<file path="src/rtl/lsu_pkg.sv">
// Shared types and helpers for the load/store unit: funct3 codes, FSM states,
// access size decode and word-crossing detection.
package lsu_pkg;

  typedef enum logic [2:0] {
    Funct3B  = 3'b000,
    Funct3H  = 3'b001,
    Funct3W  = 3'b010,
    Funct3Bu = 3'b100,
    Funct3Hu = 3'b101
  } funct3_e;

  typedef enum logic [1:0] {
    StIdle,
    StAcc0,
    StAcc1,
    StResp
  } state_e;

  // Access size in bytes; 0 for codes with no defined width.
  function automatic logic [2:0] access_size(logic [2:0] funct3);
    unique case (funct3[1:0])
      2'b00:   access_size = 3'd1;
      2'b01:   access_size = 3'd2;
      2'b10:   access_size = 3'd4;
      default: access_size = 3'd0;
    endcase
  endfunction

  // Stores have no unsigned variants, so their legal set is narrower.
  function automatic logic funct3_legal(logic we, logic [2:0] funct3);
    if (we) begin
      funct3_legal = (funct3 == Funct3B) || (funct3 == Funct3H) || (funct3 == Funct3W);
    end else begin
      funct3_legal = (funct3 == Funct3B) || (funct3 == Funct3H) || (funct3 == Funct3W) ||
                     (funct3 == Funct3Bu) || (funct3 == Funct3Hu);
    end
  endfunction

  // True when the access spills past the end of its first word.
  function automatic logic is_split(logic [2:0] size, logic [1:0] offset);
    is_split = ({2'b00, offset} + {1'b0, size}) > 4'd4;
  endfunction

endpackage

</file>
<file path="src/rtl/load_store_unit_if.sv">
// Request/response and data-memory bus of the load/store unit.
// slave: the unit's view; master: execute stage plus memory (the environment).
interface load_store_unit_if #(
  parameter int unsigned ADDR_W = 12
) ();
  logic              req_valid;
  logic              req_ready;
  logic              req_we;
  logic [2:0]        req_funct3;
  logic [31:0]       req_addr;
  logic [31:0]       req_wdata;
  logic              resp_valid;
  logic [31:0]       resp_rdata;
  logic              resp_err;
  logic              mem_en;
  logic [3:0]        mem_we;
  logic [ADDR_W-1:0] mem_adr;
  logic [31:0]       mem_wdata;
  logic [31:0]       mem_rdata;

  modport slave (
    input  req_valid, req_we, req_funct3, req_addr, req_wdata, mem_rdata,
    output req_ready, resp_valid, resp_rdata, resp_err, mem_en, mem_we, mem_adr, mem_wdata
  );

  modport master (
    output req_valid, req_we, req_funct3, req_addr, req_wdata, mem_rdata,
    input  req_ready, resp_valid, resp_rdata, resp_err, mem_en, mem_we, mem_adr, mem_wdata
  );
endinterface

</file>
<file path="src/rtl/lsu_load_align.sv">
// Load result alignment: picks the addressed bytes out of the (up to two word)
// read data and sign- or zero-extends them according to funct3.
module lsu_load_align
  import lsu_pkg::*;
(
  input  logic [63:0] i_c,
  input  logic [1:0]  i_offset,
  input  logic [2:0]  i_funct3,
  output logic [31:0] o_result
);

  logic [31:0] w_win;

  // Shift the addressed byte down to lane 0, then extend by access type.
  always_comb begin
    w_win    = 32'(i_c >> {i_offset, 3'b000});
    o_result = 32'd0;
    unique case (funct3_e'(i_funct3))
      Funct3B:  o_result = {{24{w_win[7]}}, w_win[7:0]};
      Funct3H:  o_result = {{16{w_win[15]}}, w_win[15:0]};
      Funct3W:  o_result = w_win;
      Funct3Bu: o_result = {24'd0, w_win[7:0]};
      Funct3Hu: o_result = {16'd0, w_win[15:0]};
      default:  o_result = 32'd0;
    endcase
  end

endmodule

</file>
<file path="src/rtl/load_store_unit.sv">
// RV32I load/store unit: turns byte-addressed requests into word memory
// accesses, splitting word-crossing accesses into two back-to-back cycles.
module load_store_unit
  import lsu_pkg::*;
#(
  parameter int unsigned ADDR_W = 12
) (
  input logic              clk,
  input logic              reset,
  load_store_unit_if.slave bus
);

  state_e            r_state;
  state_e            w_state_next;
  logic              r_we;
  logic [2:0]        r_funct3;
  logic [ADDR_W+1:0] r_addr;
  logic [31:0]       r_wdata;
  logic [31:0]       r_lo_word;
  logic              r_fault;

  logic              w_fault;
  logic [2:0]        w_size;
  logic [1:0]        w_off;
  logic              w_split;
  logic [7:0]        w_size_mask;
  logic [7:0]        w_mask;
  logic [31:0]       w_wdata_sized;
  logic [63:0]       w_data;
  logic [ADDR_W-1:0] w_word0;
  logic [ADDR_W-1:0] w_word1;
  logic [63:0]       w_c;
  logic [31:0]       w_load_res;

  assign w_fault = ((bus.req_addr >> (ADDR_W + 2)) != 32'd0) ||
                   !funct3_legal(bus.req_we, bus.req_funct3);

  assign w_size  = access_size(r_funct3);
  assign w_off   = r_addr[1:0];
  assign w_split = is_split(w_size, w_off);
  assign w_word0 = r_addr[ADDR_W+1:2];
  assign w_word1 = w_word0 + {{(ADDR_W - 1){1'b0}}, 1'b1};

  // Lane-position store data and byte mask across a 64-bit two-word window.
  always_comb begin
    w_size_mask   = 8'h00;
    w_wdata_sized = 32'd0;
    unique case (w_size)
      3'd1: begin
        w_size_mask   = 8'h01;
        w_wdata_sized = {24'd0, r_wdata[7:0]};
      end
      3'd2: begin
        w_size_mask   = 8'h03;
        w_wdata_sized = {16'd0, r_wdata[15:0]};
      end
      3'd4: begin
        w_size_mask   = 8'h0F;
        w_wdata_sized = r_wdata;
      end
      default: begin
        w_size_mask   = 8'h00;
        w_wdata_sized = 32'd0;
      end
    endcase
    w_mask = w_size_mask << w_off;
    w_data = {32'd0, w_wdata_sized} << {w_off, 3'b000};
  end

  // In RESP the memory holds the last-issued read; lo_word holds the first half.
  assign w_c = w_split ? {bus.mem_rdata, r_lo_word} : {32'd0, bus.mem_rdata};

  lsu_load_align u_load_align (
    .i_c      (w_c),
    .i_offset (w_off),
    .i_funct3 (r_funct3),
    .o_result (w_load_res)
  );

  // FSM state register.
  always_ff @(posedge clk or posedge reset) begin
    if (reset) begin
      r_state <= StIdle;
    end else begin
      r_state <= w_state_next;
    end
  end

  // Request capture on accept and low-word capture during the second access.
  always_ff @(posedge clk or posedge reset) begin
    if (reset) begin
      r_we      <= 1'b0;
      r_funct3  <= 3'd0;
      r_addr    <= '0;
      r_wdata   <= 32'd0;
      r_fault   <= 1'b0;
      r_lo_word <= 32'd0;
    end else begin
      if (r_state == StIdle && bus.req_valid) begin
        r_we     <= bus.req_we;
        r_funct3 <= bus.req_funct3;
        r_addr   <= bus.req_addr[ADDR_W+1:0];
        r_wdata  <= bus.req_wdata;
        r_fault  <= w_fault;
      end
      if (r_state == StAcc1) begin
        r_lo_word <= bus.mem_rdata;
      end
    end
  end

  // Next-state and output decode; memory side depends only on state and latched fields.
  always_comb begin
    w_state_next   = r_state;
    bus.req_ready  = 1'b0;
    bus.resp_valid = 1'b0;
    bus.resp_err   = 1'b0;
    bus.resp_rdata = 32'd0;
    bus.mem_en     = 1'b0;
    bus.mem_we     = 4'b0000;
    bus.mem_adr    = '0;
    bus.mem_wdata  = 32'd0;
    unique case (r_state)
      StIdle: begin
        bus.req_ready = 1'b1;
        if (bus.req_valid) begin
          w_state_next = w_fault ? StResp : StAcc0;
        end
      end
      StAcc0: begin
        bus.mem_en    = 1'b1;
        bus.mem_adr   = w_word0;
        bus.mem_we    = r_we ? w_mask[3:0] : 4'b0000;
        bus.mem_wdata = w_data[31:0];
        w_state_next  = w_split ? StAcc1 : StResp;
      end
      StAcc1: begin
        bus.mem_en    = 1'b1;
        bus.mem_adr   = w_word1;
        bus.mem_we    = r_we ? w_mask[7:4] : 4'b0000;
        bus.mem_wdata = w_data[63:32];
        w_state_next  = StResp;
      end
      StResp: begin
        bus.resp_valid = 1'b1;
        bus.resp_err   = r_fault;
        bus.resp_rdata = (r_fault || r_we) ? 32'd0 : w_load_res;
        w_state_next   = StIdle;
      end
      default: w_state_next = StIdle;
    endcase
  end

endmodule

</file>
<file path="src/flat_wrapper.sv">
// flat-port wrapper written by rule: the top's interface ports become plain ports
module load_store_unit_flat import lsu_pkg::*;
#(
  parameter int unsigned ADDR_W = 12
)
  (clk, reset, bus_req_valid, bus_req_we, bus_req_funct3, bus_req_addr, bus_req_wdata, bus_mem_rdata, bus_req_ready, bus_resp_valid, bus_resp_rdata, bus_resp_err, bus_mem_en, bus_mem_we, bus_mem_adr, bus_mem_wdata);
  load_store_unit_if #(.ADDR_W(ADDR_W)) bus_i ();
  input logic clk;
  input logic reset;
  input wire logic [$bits(bus_i.req_valid)-1:0] bus_req_valid;
  input wire logic [$bits(bus_i.req_we)-1:0] bus_req_we;
  input wire logic [$bits(bus_i.req_funct3)-1:0] bus_req_funct3;
  input wire logic [$bits(bus_i.req_addr)-1:0] bus_req_addr;
  input wire logic [$bits(bus_i.req_wdata)-1:0] bus_req_wdata;
  input wire logic [$bits(bus_i.mem_rdata)-1:0] bus_mem_rdata;
  output wire logic [$bits(bus_i.req_ready)-1:0] bus_req_ready;
  output wire logic [$bits(bus_i.resp_valid)-1:0] bus_resp_valid;
  output wire logic [$bits(bus_i.resp_rdata)-1:0] bus_resp_rdata;
  output wire logic [$bits(bus_i.resp_err)-1:0] bus_resp_err;
  output wire logic [$bits(bus_i.mem_en)-1:0] bus_mem_en;
  output wire logic [$bits(bus_i.mem_we)-1:0] bus_mem_we;
  output wire logic [$bits(bus_i.mem_adr)-1:0] bus_mem_adr;
  output wire logic [$bits(bus_i.mem_wdata)-1:0] bus_mem_wdata;
  assign bus_i.req_valid = bus_req_valid;
  assign bus_i.req_we = bus_req_we;
  assign bus_i.req_funct3 = bus_req_funct3;
  assign bus_i.req_addr = bus_req_addr;
  assign bus_i.req_wdata = bus_req_wdata;
  assign bus_i.mem_rdata = bus_mem_rdata;
  assign bus_req_ready = bus_i.req_ready;
  assign bus_resp_valid = bus_i.resp_valid;
  assign bus_resp_rdata = bus_i.resp_rdata;
  assign bus_resp_err = bus_i.resp_err;
  assign bus_mem_en = bus_i.mem_en;
  assign bus_mem_we = bus_i.mem_we;
  assign bus_mem_adr = bus_i.mem_adr;
  assign bus_mem_wdata = bus_i.mem_wdata;
  load_store_unit #(.ADDR_W(ADDR_W)) u_core (.clk(clk), .reset(reset), .bus(bus_i));
endmodule
</file>
<file path="config.mk">
export PLATFORM = sky130hd
export DESIGN_NAME = load_store_unit_flat
export DESIGN_NICKNAME = d
export VERILOG_FILES = /design/src/rtl/lsu_pkg.sv /design/src/rtl/load_store_unit_if.sv /design/src/rtl/lsu_load_align.sv /design/src/rtl/load_store_unit.sv /design/src/flat_wrapper.sv
export SDC_FILE = /design/constraint.sdc
export NUM_CORES = 1
export LEC_CHECK = 0
export CAP_MARGIN = 20
export CORE_ASPECT_RATIO = 0.75
export CORE_MARGIN = 2
export CORE_UTILIZATION = 50
export DETAILED_ROUTE_END_ITERATION = 10
export GPL_TIMING_DRIVEN = 0
export PLACE_DENSITY = 0.91
export REMOVE_ABC_BUFFERS = 1
export SLEW_MARGIN = 10
export SYNTH_ARGS = -nofsm -noshare
export SYNTH_HDL_FRONTEND = slang
export SYNTH_SLANG_ARGS = --single-unit
</file>
<file path="constraint.sdc">
create_clock -name clk -period 6.55 [get_ports clk]
set_input_delay 1.31 -clock clk [delete_from_list [all_inputs] [get_ports clk]]
set_output_delay 1.31 -clock clk [all_outputs]
set_load 0.05 [all_outputs]
</file>
==> impl_summary.md <==
Clock network
In this run, post-CTS hold repair placed 0 buffers. The CTS buffer count is 9. TritonCTS built the clock tree.

In this run the deepest clock path goes through 2 buffers. The H-tree was split into 3 levels. The clock network latency to the later pin of the worst-skew pair is 0.34 ns. After clock tree synthesis, the clock-pin slew on the worst setup and hold paths is 0.06 ns. Clock tree synthesis found a total of 85 sinks.

Clock tree synthesis selected as its root buffer the cell clkbuf_16.

Timing
At the pin with the least slew margin, the transition time is 1.126 ns. The period utilization is 97.24%. The number of hold-slack violations in the final timing report is 0. In the final timing run, aggregate negative setup slack is 0 ns. Derived from the worst setup path, the maximum achievable clock frequency is 0.1570 GHz. On the final layout, the worst clock skew is 0.005792 ns. The worst slew margin relative to its limit is 24.34%. The number of slew-limit violations in the final report came to 0. Setup repair after global routing left no endpoint under its margin.

The final setup violation count is 0. The routed design could run at a clock period as short as 6.369 ns.

Setup path
The critical path in this run is classified as flip-flop to output pin. At the worst endpoint, the arrival time is 5.06 ns. At the worst endpoint, the required time is 5.24 ns. Along the worst path, the maximum fanout reaches 35.

The type of element launching the critical path is a flip-flop. The type of destination of the critical path is an output pin.

Pwr
Power spread over the standard cell area amounts to 545.5 mW/mm^2. The share of total power dissipated in sequential elements is 23.1%. Net switching is 46.67% of the power. The analysis attributes to cell leakage a power of 3.308 nW. The peak ir drop on the vdd network is 324.1 uV. The share of power burned in the clock network is 11.4%.

The part of the power in combinational logic is 65.5%. In this run the power spent charging and discharging nets is 2.229 mW. The internal power component is 2.547 mW.

Detailed routing
The first routing iteration left 689 violations. In the routed layout, each cell is associated on average with a via count of 6.526. The routed length on met1 is 8.402 mm. Wire segments on met2 add up to 9.750 mm in the final route. The number of nets with antenna violations after detailed routing is 0. The routed wirelength normalized by instance count is 22.00 um. The amount of wire on met3 after detailed routing is 1.822 mm. The count of vias placed by the detailed router is 6,167. In the routed design, unresolved DRC markers number 0. The top routing layer in use is met4.

The number of detailed-routing iterations run before antenna repair is 8. After detailed routing, the total wire length is 20.79 mm.

Synthesis
Counting flops with a built-in enable in the synthesized netlist gives 0. The async set-or-reset flop fraction in the synthesized netlist is 100.0%. The largest area contributor in the netlist is dfrtp_1. The primary flip-flop cell chosen by synthesis mapping is dfrtp_1. The count of mapped cells out of synthesis is 617. The mean instance size in the synthesized netlist is 10.37 um^2.

The distinct cell type count after synthesis is 57. By area the synthesized netlist is led by dfrtp_1, mux2_2, mux4_2, a22oi_1, a22o_1. Synthesis inferred 85 register bits. The sequential share of the synthesized area is 33.26%. The share of synthesized area in the top cell type comes to 33.26%. Yosys printed 0 warnings. The mapped netlist covers 0.006396 mm^2.

Place
Once detailed placement completed, the half-perimeter wirelength came to 14.84 mm. The cell count after placement is 927. The global placer's final weighted congestion is 0.9147. Port buffering added 186 buffers.

Floorplan
For this design the top-level I/O count stands at 187. After floorplanning, the core was sized to cover 0.01239 mm^2. The initial utilization of the core area, before any placement, comes to 51.61%. The number of cell rows is 35. The die span in y is 102.0 um.

The x dimension of the die is 134.6 um. The floorplan die area is 0.01372 mm^2.

Finish
The final layout net count is 893. In the layout the commonest cells are clkdlybuf4s50_1, mux2_2, dfrtp_1. 0 antenna diodes ended up in the layout. The finished layout holds 945 standard cells, fillers aside. The area overhead of the layout relative to synthesis is 36.87%. The most common cell after layout, fill and taps aside is clkdlybuf4s50_1. The share of final-layout standard cells stronger than drive strength 1 is 20.41%.

Hold path
The type of the tightest min-delay check is flip-flop to flip-flop.

GRT
The number of antenna violations at the first check in global routing came to 0. The global-route wire length before repair is 32.59 mm. The total routing usage reported by global routing is 30.22%.

The via count of the first global-routing pass was 6,270. The pin count of the biggest net entering global routing is 52. For this run the aggregate overflow at the end of global routing stands at 0.

Run
The tool flagged a number of max-cap violations equal to 0.

Status
The flow ran to the end, and the final reports show no timing, DRC or antenna violations.
-- synthesized netlist by cell type (10+ instances only) --
library cell	instances
a21oi_1	10
a22o_1	26
a22oi_1	35
and2_1	16
clkbuf_1	27
dfrtp_1	85
ha_1	14
mux2_1	12
mux2_2	102
mux4_2	21
nand2_1	45
nand3_1	20
nor2_1	38
nor2b_1	14
o211ai_1	15
o21ai_0	17
-- area by class of cell --
cell class	instances	area (um^2)
timing repair buffer	195	2034
clock buffer	10	229.0
tap	166	207.7
clock inverter	5	85.08
sequential	85	2128
inverter	10	40.04
fill	874	3638
multi-input combinational	474	4030
-- kinds of logic (layout without fill, tap and decap cells) --
group	Yosys count	in the layout	synth area share, %
simple gates	160	161	12.32
compound gates	158	158	19.11
mux	138	138	27.93
flops	85	85	33.26
buf+inv	59	220	4.049
fa+ha+maj	15	15	3.052
xor+xnor	2	2	0.2739
-- final timing paths --
kind	from	end	slack, ns	depth (start not counted)
setup / recovery	u_core.r_addr[0]$_DFFE_PP0P_	bus_resp_rdata[25]	0.18	9
hold / removal	u_core.r_lo_word[4]$_DFFE_PP0P_	u_core.r_lo_word[4]$_DFFE_PP0P_	0.50	1
hold reg to reg	u_core.r_lo_word[4]$_DFFE_PP0P_	u_core.r_lo_word[4]$_DFFE_PP0P_	0.50	1
min in group asynchronous	reset	u_core.r_addr[1]$_DFFE_PP0P_	1.35	2
setup reg to reg	u_core.r_addr[0]$_DFFE_PP0P_	u_core.r_state[0]$_DFFE_PP0P_	3.65	8
max in group asynchronous	reset	u_core.r_addr[13]$_DFFE_PP0P_	4.58	3
-- sequential cells by signal, summed over array words and instances, names as in the netlist --
register and flops:
u_core.r_lo_word 32, u_core.r_wdata 32, u_core.r_addr 14, u_core.r_funct3 3, u_core.r_state 2, u_core.r_fault 1, u_core.r_we 1
-- critical path, cell delays in order (launching register included) --
cell and delay [ns]:
dfrtp_2 0.76, buf_12 0.30, ha_1 0.23, fa_1 0.44
nor2_1 0.23, o22a_2 0.46, mux2i_1 0.48, nand4b_1 0.63
o211ai_1 0.31, clkdlybuf4s50_1 0.85
-- stage by stage --
step                      area (um^2)  total power [mW]  hold slack [ns]  utilization [%]  worst slack (ns)
after global routing             8755             5.041           0.5213            70.64           0.04193
after detailed placement         8417             4.159           0.4971            67.92            0.2448
final                            8755             4.776           0.5050            70.64            0.1806
after global placement           8244             3.947           0.4813            66.52            -1.771
after CTS                        8740             4.742           0.5109            70.52           0.09977
after floorplan                  6175             3.253           0.4644                -           -0.1100
-- routing by layer --
metal	track usage [%]	vias up
li1	-	2687
met4	13.52	0
met5	0	-
met3	5.357	83
met2	48.98	400
met1	40.30	2997
-- power groups by stage --
stage	Sequential (mW)	Combinational (mW)	Clock (mW)
floorplan	1.03	2.22	0
global placement	1.11	2.84	0
detailed placement	1.10	3.06	0
CTS	1.09	3.10	0.557
global route	1.14	3.33	0.577
finish	1.10	3.13	0.546
-- what timing repair did --
action | in CTS | in global routing
cloned | 1 | 0
pin swaps | 1 | 1
resized for setup | 0 | 0
setup buffers | 0 | 1
endpoints found under the setup margin | 16 | 12
Note: power is estimated with default switching activity, not from simulation.
